--- config.mk ---
export PLATFORM = sky130hd
export DESIGN_NAME = uart_byte_tx
export DESIGN_NICKNAME = d
export VERILOG_FILES = /design/src/rtl/uart_byte_tx.sv
export SDC_FILE = /design/constraint.sdc
export NUM_CORES = 1
export LEC_CHECK = 0
export ABC_AREA = 1
export BUFFER_PORTS_ARGS = -buffer_cell sky130_fd_sc_hd__buf_2
export CORE_UTILIZATION = 50
export CTS_CLUSTER_DIAMETER = 120
export DETAILED_ROUTE_END_ITERATION = 10
export PLACE_DENSITY = 0.69
export RECOVER_POWER = 100
export SETUP_SLACK_MARGIN = 0.2
export SLEW_MARGIN = 15
export SYNTH_ARGS = -nofsm -noshare
export SYNTH_HDL_FRONTEND = slang
export SYNTH_SLANG_ARGS = --single-unit
--- constraint.sdc ---
create_clock -name Clk -period 2.1 [get_ports Clk]
set_input_delay 0.21 -clock Clk [delete_from_list [all_inputs] [get_ports Clk]]
set_output_delay 0.21 -clock Clk [all_outputs]
set_load 0.01 [all_outputs]
--- src/rtl/uart_byte_tx.sv ---
// -----------------------------------------------------------------------------
// uart_byte_tx
//
// Purpose:
//   Serialises one 8-bit byte per request onto uart_tx as an asynchronous
//   frame: start bit, 8 data bits LSB first, optional even-parity bit,
//   then STOP_BITS stop bits. Each bit lasts BAUD_DIV = CLOCK_FREQ / BAUD
//   clock cycles (integer truncation).
//
// Configuration:
//   UART_TX_PARITY_EN  - when defined, an even-parity bit is inserted between
//                        the last data bit and the stop bit(s) (8E1 / 8E2).
//                        When undefined, no parity state or logic exists.
//
// Parameters:
//   CLOCK_FREQ  system clock frequency in Hz
//   BAUD        line rate in bit/s
//   STOP_BITS   number of stop bits, 1 or 2
//
// Ports:
//   Clk      in   system clock, rising edge
//   Reset    in   synchronous reset, active-high
//   Send_En  in   transmit request, only looked at while idle
//   Data     in   byte to send, captured when Send_En is accepted
//   uart_tx  out  serial line, registered, idles high
//   Tx_Done  out  one-cycle pulse in the first idle cycle after a frame
//   Tx_Busy  out  high while a frame is in progress
// -----------------------------------------------------------------------------
module uart_byte_tx #(
  parameter int CLOCK_FREQ = 50_000_000,
  parameter int BAUD       = 115200,
  parameter int STOP_BITS  = 1
) (
  input  logic       Clk,
  input  logic       Reset,
  input  logic       Send_En,
  input  logic [7:0] Data,
  output logic       uart_tx,
  output logic       Tx_Done,
  output logic       Tx_Busy
);

  localparam int BAUD_DIV = CLOCK_FREQ / BAUD;
  // Keep at least one bit of counter so BAUD_DIV == 1 still elaborates.
  localparam int CNT_W    = (BAUD_DIV > 1) ? $clog2(BAUD_DIV) : 1;

  localparam logic [CNT_W-1:0] CNT_LAST  = CNT_W'(BAUD_DIV - 1);
  localparam logic [2:0]       STOP_LAST = 3'(STOP_BITS - 1);

`ifdef UART_TX_PARITY_EN
  typedef enum logic [2:0] {
    S_IDLE,
    S_START,
    S_DATA,
    S_PARITY,
    S_STOP
  } state_t;
`else
  typedef enum logic [2:0] {
    S_IDLE,
    S_START,
    S_DATA,
    S_STOP
  } state_t;
`endif

  state_t           r_state;
  logic [CNT_W-1:0] r_baud_cnt;
  logic [2:0]       r_bit_idx;   // data bit index in DATA, stop bit index in STOP
  logic [7:0]       r_shift;
  logic             r_tx;
  logic             r_done;
  logic             r_busy;
`ifdef UART_TX_PARITY_EN
  logic             r_parity;
`endif

  logic w_bit_end;

  // Last cycle of the current bit period.
  assign w_bit_end = (r_baud_cnt == CNT_LAST);

  assign uart_tx = r_tx;
  assign Tx_Done = r_done;
  assign Tx_Busy = r_busy;

  // NOTE: every register below is assigned with <= so all of them update from
  // the same pre-edge values; a blocking = here would let later statements see
  // half-updated state and the simulated behaviour would stop matching silicon.
  always_ff @(posedge Clk) begin
    if (Reset) begin
      // NOTE: r_shift (and r_parity) are data-path registers that are always
      // reloaded before use, so they are deliberately left out of the reset.
      r_state    <= S_IDLE;
      r_tx       <= 1'b1;
      r_done     <= 1'b0;
      r_busy     <= 1'b0;
      r_baud_cnt <= '0;
      r_bit_idx  <= '0;
    end else begin
      r_done <= 1'b0;

      case (r_state)
        S_IDLE: begin
          r_tx       <= 1'b1;
          r_busy     <= 1'b0;
          r_baud_cnt <= '0;
          r_bit_idx  <= '0;
          if (Send_En) begin
            r_shift <= Data;
`ifdef UART_TX_PARITY_EN
            r_parity <= ^Data;
`endif
            r_tx    <= 1'b0;          // start bit appears the next cycle
            r_busy  <= 1'b1;
            r_state <= S_START;
          end
        end

        S_START: begin
          if (w_bit_end) begin
            r_baud_cnt <= '0;
            r_bit_idx  <= '0;
            r_tx       <= r_shift[0];
            r_shift    <= {1'b0, r_shift[7:1]};
            r_state    <= S_DATA;
          end else begin
            r_baud_cnt <= r_baud_cnt + 1'b1;
          end
        end

        S_DATA: begin
          if (w_bit_end) begin
            r_baud_cnt <= '0;
            if (r_bit_idx == 3'd7) begin
              r_bit_idx <= '0;
`ifdef UART_TX_PARITY_EN
              r_tx    <= r_parity;
              r_state <= S_PARITY;
`else
              r_tx    <= 1'b1;
              r_state <= S_STOP;
`endif
            end else begin
              r_bit_idx <= r_bit_idx + 3'd1;
              r_tx      <= r_shift[0];
              r_shift   <= {1'b0, r_shift[7:1]};
            end
          end else begin
            r_baud_cnt <= r_baud_cnt + 1'b1;
          end
        end

`ifdef UART_TX_PARITY_EN
        S_PARITY: begin
          if (w_bit_end) begin
            r_baud_cnt <= '0;
            r_bit_idx  <= '0;
            r_tx       <= 1'b1;
            r_state    <= S_STOP;
          end else begin
            r_baud_cnt <= r_baud_cnt + 1'b1;
          end
        end
`endif

        S_STOP: begin
          r_tx <= 1'b1;
          if (w_bit_end) begin
            r_baud_cnt <= '0;
            if (r_bit_idx == STOP_LAST) begin
              // Done is seen together with the first idle cycle, busy already low,
              // so a requester can chain the next byte on the Done cycle.
              r_bit_idx <= '0;
              r_done    <= 1'b1;
              r_busy    <= 1'b0;
              r_state   <= S_IDLE;
            end else begin
              r_bit_idx <= r_bit_idx + 3'd1;
            end
          end else begin
            r_baud_cnt <= r_baud_cnt + 1'b1;
          end
        end

        default: begin
          r_tx    <= 1'b1;
          r_busy  <= 1'b0;
          r_state <= S_IDLE;
        end
      endcase
    end
  end

endmodule

---- Yosys cells after proc, flatten, opt, wreduce, memory -nomap -nowiden ----
Index checks and enable logic that the tools add are counted.
operators by class
  $add $sub $neg .......................... 2
  equal/unequal tests ..................... 12
  mux-type cells .......................... 30
  bitwise logic cells ..................... 4
  reduce and logical (&&, ||, !) cells .... 13
operators with widths
  operator               number
  $mux W3                11
  $mux W8                4
  $pmux W3 S4            2
  $pmux W8 S3            1
  $pmux W9 S2            1
  $ne A2 B2 Y1 const B   7
  $reduce_and A6 Y1      2
  $add A9 B1 Y9 const B  1
  $eq A9 B9 Y1 const B   1
  $mux W9                1
  $mux W1                8
  $eq A3 B2 Y1 const B   2
  $logic_not A3 Y1       2
  $pmux W1 S3            2
  $reduce_or A3 Y1       2
  $not A1 Y1             4
  $reduce_and A4 Y1      1
  $reduce_bool A4 Y1     1
  $add A3 B1 Y3 const B  1
  $eq A3 B1 Y1 const B   1
  $eq A3 B3 Y1 const B   1
  $reduce_and A3 Y1      1
  $reduce_bool A3 Y1     1
  $reduce_and A2 Y1      1
  other kinds (2)        2
word-level totals
  flip-flop bits (word level) ............. 26
  input bits .............................. 11
  output and inout port bits .............. 3
  logic and storage cells ................. 68

---- Longest topological paths before layout ----
  word-level depth ........................ 4
  gate-level depth with buffers ........... 11
  gate-level depth less buffers ........... 11

---- Worst setup path after synthesis ----
No wires, ideal clock.
  path kind ............................... reg-to-reg
  start point ............................. reg r_state[0]
  end point ............................... reg r_shift[0], enable pin
  setup time .............................. 0.370 ns
  arrival time ............................ 1.426 ns
  data required time ...................... 1.730 ns
  path slack .............................. 0.304 ns
  cell stages (with the launch flop) ...... 8
  path buffers ............................ 0
  period minus slack after synthesis ...... 1.796 ns
  cells stage by stage .................... dfxtp_1 > inv_1 > ha_1 > inv_1 > nor2_1 > a211oi_1 > nand2_1 > nor2_1
on the way
  cells in the longest elaborated chain, start to end .. 3
  elaborated cells between the ends (all ways) .. 9
  classes of those cells .................. eq/ne (6); reduce/logical (3)
ends and longest elaborated chain
  element                                                       RTL line  RTL
  from (decl)                                                   67        state_t r_state;
  from (signal assigned)                                        94        r_state <= S_IDLE;
  from (signal assigned)                                        116       r_state <= S_START;
  from (signal assigned)                                        126       r_state <= S_DATA;
  $eq A3 B2 Y1 (tied with other cells)                          103       case (r_state)
  $ne A2 B2 Y1 (no line) or $reduce_bool A3 Y1 (tied branches)  --
  $reduce_and A6 Y1 (no line) *                                 --
  to (signal assigned)                                          110       r_shift <= Data;
  to (signal assigned)                                          125       r_shift <= {1'b0, r_shift[7:1]};
  to (signal assigned)                                          147       r_shift <= {1'b0, r_shift[7:1]};
  to (decl)                                                     70        logic [7:0] r_shift;
Mark *: on every way between the ends. The rest lies on a longest branch, timed or not.
A chain may end at the register's enable or synchronous reset.

---- Worst setup path after layout ----
  start point ............................. reg r_state[0]
  end point ............................... reg r_baud_cnt[1]
on the way
  cells in the longest elaborated chain, start to end .. 3
  elaborated cells between the ends (all ways) .. 7
  classes of those cells .................. eq/ne (3); mux (1); reduce/logical (3)
ends and longest elaborated chain
  element                                            RTL line  RTL
  $eq A3 B2 Y1 or $eq A3 B1 Y1 (tied branches)       103
  $reduce_or A3 Y1 (no line)                         --
  $pmux W9 S2 or $reduce_bool A2 Y1 (tied branches)  --
  to (signal assigned)                               128       r_baud_cnt <= r_baud_cnt + 1'b1;
  to (signal assigned)                               150       r_baud_cnt <= r_baud_cnt + 1'b1;
  to (signal assigned)                               182       r_baud_cnt <= r_baud_cnt + 1'b1;
  to (decl)                                          68        logic [CNT_W-1:0] r_baud_cnt;
Several ways; a longest one is shown, not always the timed one.

==> out/results.txt <==
Status = completed
Worst Hold Class = primary input to flip-flop
CTS clk-pin slew, worst paths = 0.13 ns
Ys flop type = dfxtp_1
Global-route wire length before repair = 4570 um
Worst VDD drop = 1070 uV
Max Cap Violations = 0
Pins Over Slew Limit = 0
Area of the mapped netlist = 0.00141 mm2
WL/cell = 11.8 um
Worst-Margin Slew = 0.671 ns
IO Port Bufs = 13
Yosys reg bits = 25
First DRT Iteration DRCs = 23
Post-Route Utilization = 59.1%
Rel. slew slack = 55.1%
Leakage power = 0.699 nW
RSZ-0062 raised after global routing = false
GP Congestion = 0.872
Combinational power share = 52.0%
Sw power = 0.911 mW
Clock insertion delay at the later pin of the skew report = 0.32 ns
Die H = 55.1 um
Fin. Hold Viols = 0
P&R area growth vs syn = 7.82%
Area of the die = 0.00303 mm2
Setup TNS = 0 ns
DRC = 0
Netlist cell types = 31
Dpl cells = 228
Die W = 55.1 um
Fin crit share = 86.6%
CTS max path bufs = 2
Pin count of the biggest net entering global routing = 14
Post-synth EDFFs = 8
WP data arrival = 2.08 ns
Antenna-violating nets left = 0
Mapped Cells = 186
Core Area = 0.00257 mm2
Total power = 2.02 mW
# Post-CTS Setup Buffers = 0
N_diodes = 0
CTS tree = built
Cell Rows = 18
CP Data Required Time = 2.36 ns
Grt ovf = 0
Startpoint Class = flip-flop
Asr flop ratio synth = 0%
Number of buffers created by CTS = 3
Via density per instance = 5.09
Initial antenna violation count = 0
Fmax = 0.550 GHz
Root Driver = clkbuf_4
Critical R2R Launch = r_state[0]$_SDFFE_PP0P_
Crit path capture type = flip-flop
Final Setup Violations = 0
# IOs = 14
Mapped Nets = 207
Vias in the first global route = 1113
Share of layout cells above drive strength 1 = 12.9%
Initial Util = 54.8%
Internal power = 1.11 mW
Final Non-Filler Cells = 232
All-Layer GR Usage = 21.3%
Hpwl dp = 2110 um
Worst hold start = Data[2]
Clock power share = 10.6%
Sequential share of the synthesized area = 41.2%
Avg Inst Size Synth = 7.57 um2
Hold EP = r_shift[2]$_DFFE_PP_
R2R setup slack = 0.28 ns
Minimum clock period = 1.82 ns
Cts hold-fix bufs = 0
Switching Fraction = 45.0%
Ys Warns = 0
Seq pwr share = 37.5%
Final WL = 2750 um
R2r worst-path depth = 6
# nets final = 224
Critical R2R Capture = r_baud_cnt[1]$_SDFFE_PP0P_
Via count = 1180
Critical path type = flip-flop to flip-flop
Hold depth = 3
Power density of the placed cells = 1330 mW/mm2
WHS = 0.143 ns
Clock Skews = 0.00520 ns
Drt pass-1 iters = 4
H-tree lvl count = 1
CTS sink count = 25
Maximum fanout along the worst path = 9
## synthesized netlist by cell type, types with 2 or more instances
cell type,count,area [um2]
a21oi_1,11,55.1
inv_1,24,90.1
dfxtp_1,17,340
nand2_2,3,18.8
nor2_1,11,41.3
nand3_1,13,65.1
o21ai_0,5,25.0
nand4_1,2,12.5
o21ai_1,3,15.0
nand2_1,57,214
edfxtp_1,8,240
ha_1,10,125
nor2_2,2,12.5
inv_2,3,11.3
## power by group through the flow
stage          clock network, mW  registers, mW  logic (mW)
6_report                   0.214          0.758        1.05
3_5_place_dp                   0          0.766        1.08
4_1_cts                    0.224          0.757        1.09
5_1_grt                    0.239          0.775        1.21
2_1_floorplan                  0          0.756       0.839
3_3_place_gp                   0          0.760        1.05
## cells in the final DEF (no fill, tap or decap), types with 2 or more instances in the layout
cell type   n
nand2_2     3
inv_1      24
o21ai_1     2
nor2_1     12
nand2_1    57
nand4_1     3
clkbuf_1    4
nand3_1    13
dfxtp_1    17
clkbuf_4    3
inv_2       3
o21ai_0     7
edfxtp_1    8
a21oi_1    12
ha_1       10
buf_2      10
## per-stage QoR
step	instance area (um2)	worst slack [ns]
after floorplan	1410	0.304
after global placement	1510	0.421
after detailed placement	1510	0.379
after CTS	1540	0.353
after global routing	1520	0.138
final	1520	0.281
## state kept, by name (all words and copies together) (netlist names)
signal and flops:
uart_tx 1, r_bit_idx 3, Tx_Busy 1, r_shift 8, r_state 2, Tx_Done 1
r_baud_cnt 9
## worst max-delay path, cell delays in order (launching register included)
cell,delay (ns)
dfxtp_1,0.36
inv_1,0.12
ha_1,0.30
inv_1,0.14
nor2_1,0.54
nand2_1,0.13
a21oi_1,0.17
## kinds of logic after synthesis
kind of cell,share of synthesized area (%)
AOI/OAI and AO/OA,10.7
DFF,41.2
and+or+nand+nor,30.7
buffers and inverters,8.53
adders and majority gates,8.89
## cell type report
cell class / count / area (um2)
clock buffers: 4 / 26.3
fillers: 247 / 1050
inverters: 29 / 111
multi-input cells: 130 / 696
flip-flops and latches: 25 / 581
well taps: 30 / 37.5
repair buffers: 14 / 66.3
## worst max-delay path by stage
stage	to	from	slack (ns)
finish	r_baud_cnt[1]$_SDFFE_PP0P_	r_state[0]$_SDFFE_PP0P_	0.28
global route	r_bit_idx[2]$_SDFFE_PP0P_	r_state[0]$_SDFFE_PP0P_	0.14
CTS	r_shift[7]$_SDFFCE_PP0P_	r_state[0]$_SDFFE_PP0P_	0.35
detailed placement	r_shift[7]$_SDFFCE_PP0P_	r_state[0]$_SDFFE_PP0P_	0.38
global placement	r_shift[7]$_SDFFCE_PP0P_	r_state[0]$_SDFFE_PP0P_	0.42
floorplan	r_shift[0]$_DFFE_PP_	r_state[0]$_SDFFE_PP0P_	0.30
## what timing repair did
| item | CTS | global route |
|---|---|---|
| endpoints found under the setup margin | 0 | 8 |
| resized for setup | 0 | 1 |
| endpoints found under the hold margin | 0 | 0 |
## metal layers
metal | up-vias | global-route usage (%) | share of wire (%)
li1 | 626 | - | -
met1 | 532 | 28.9 | 51
met2 | 18 | 32.7 | 45
met3 | 4 | 3.01 | 2.5
met4 | 0 | 10.8 | 1.4
met5 | - | 0 | 0
No activity file was read; power rests on OpenSTA's default activity.
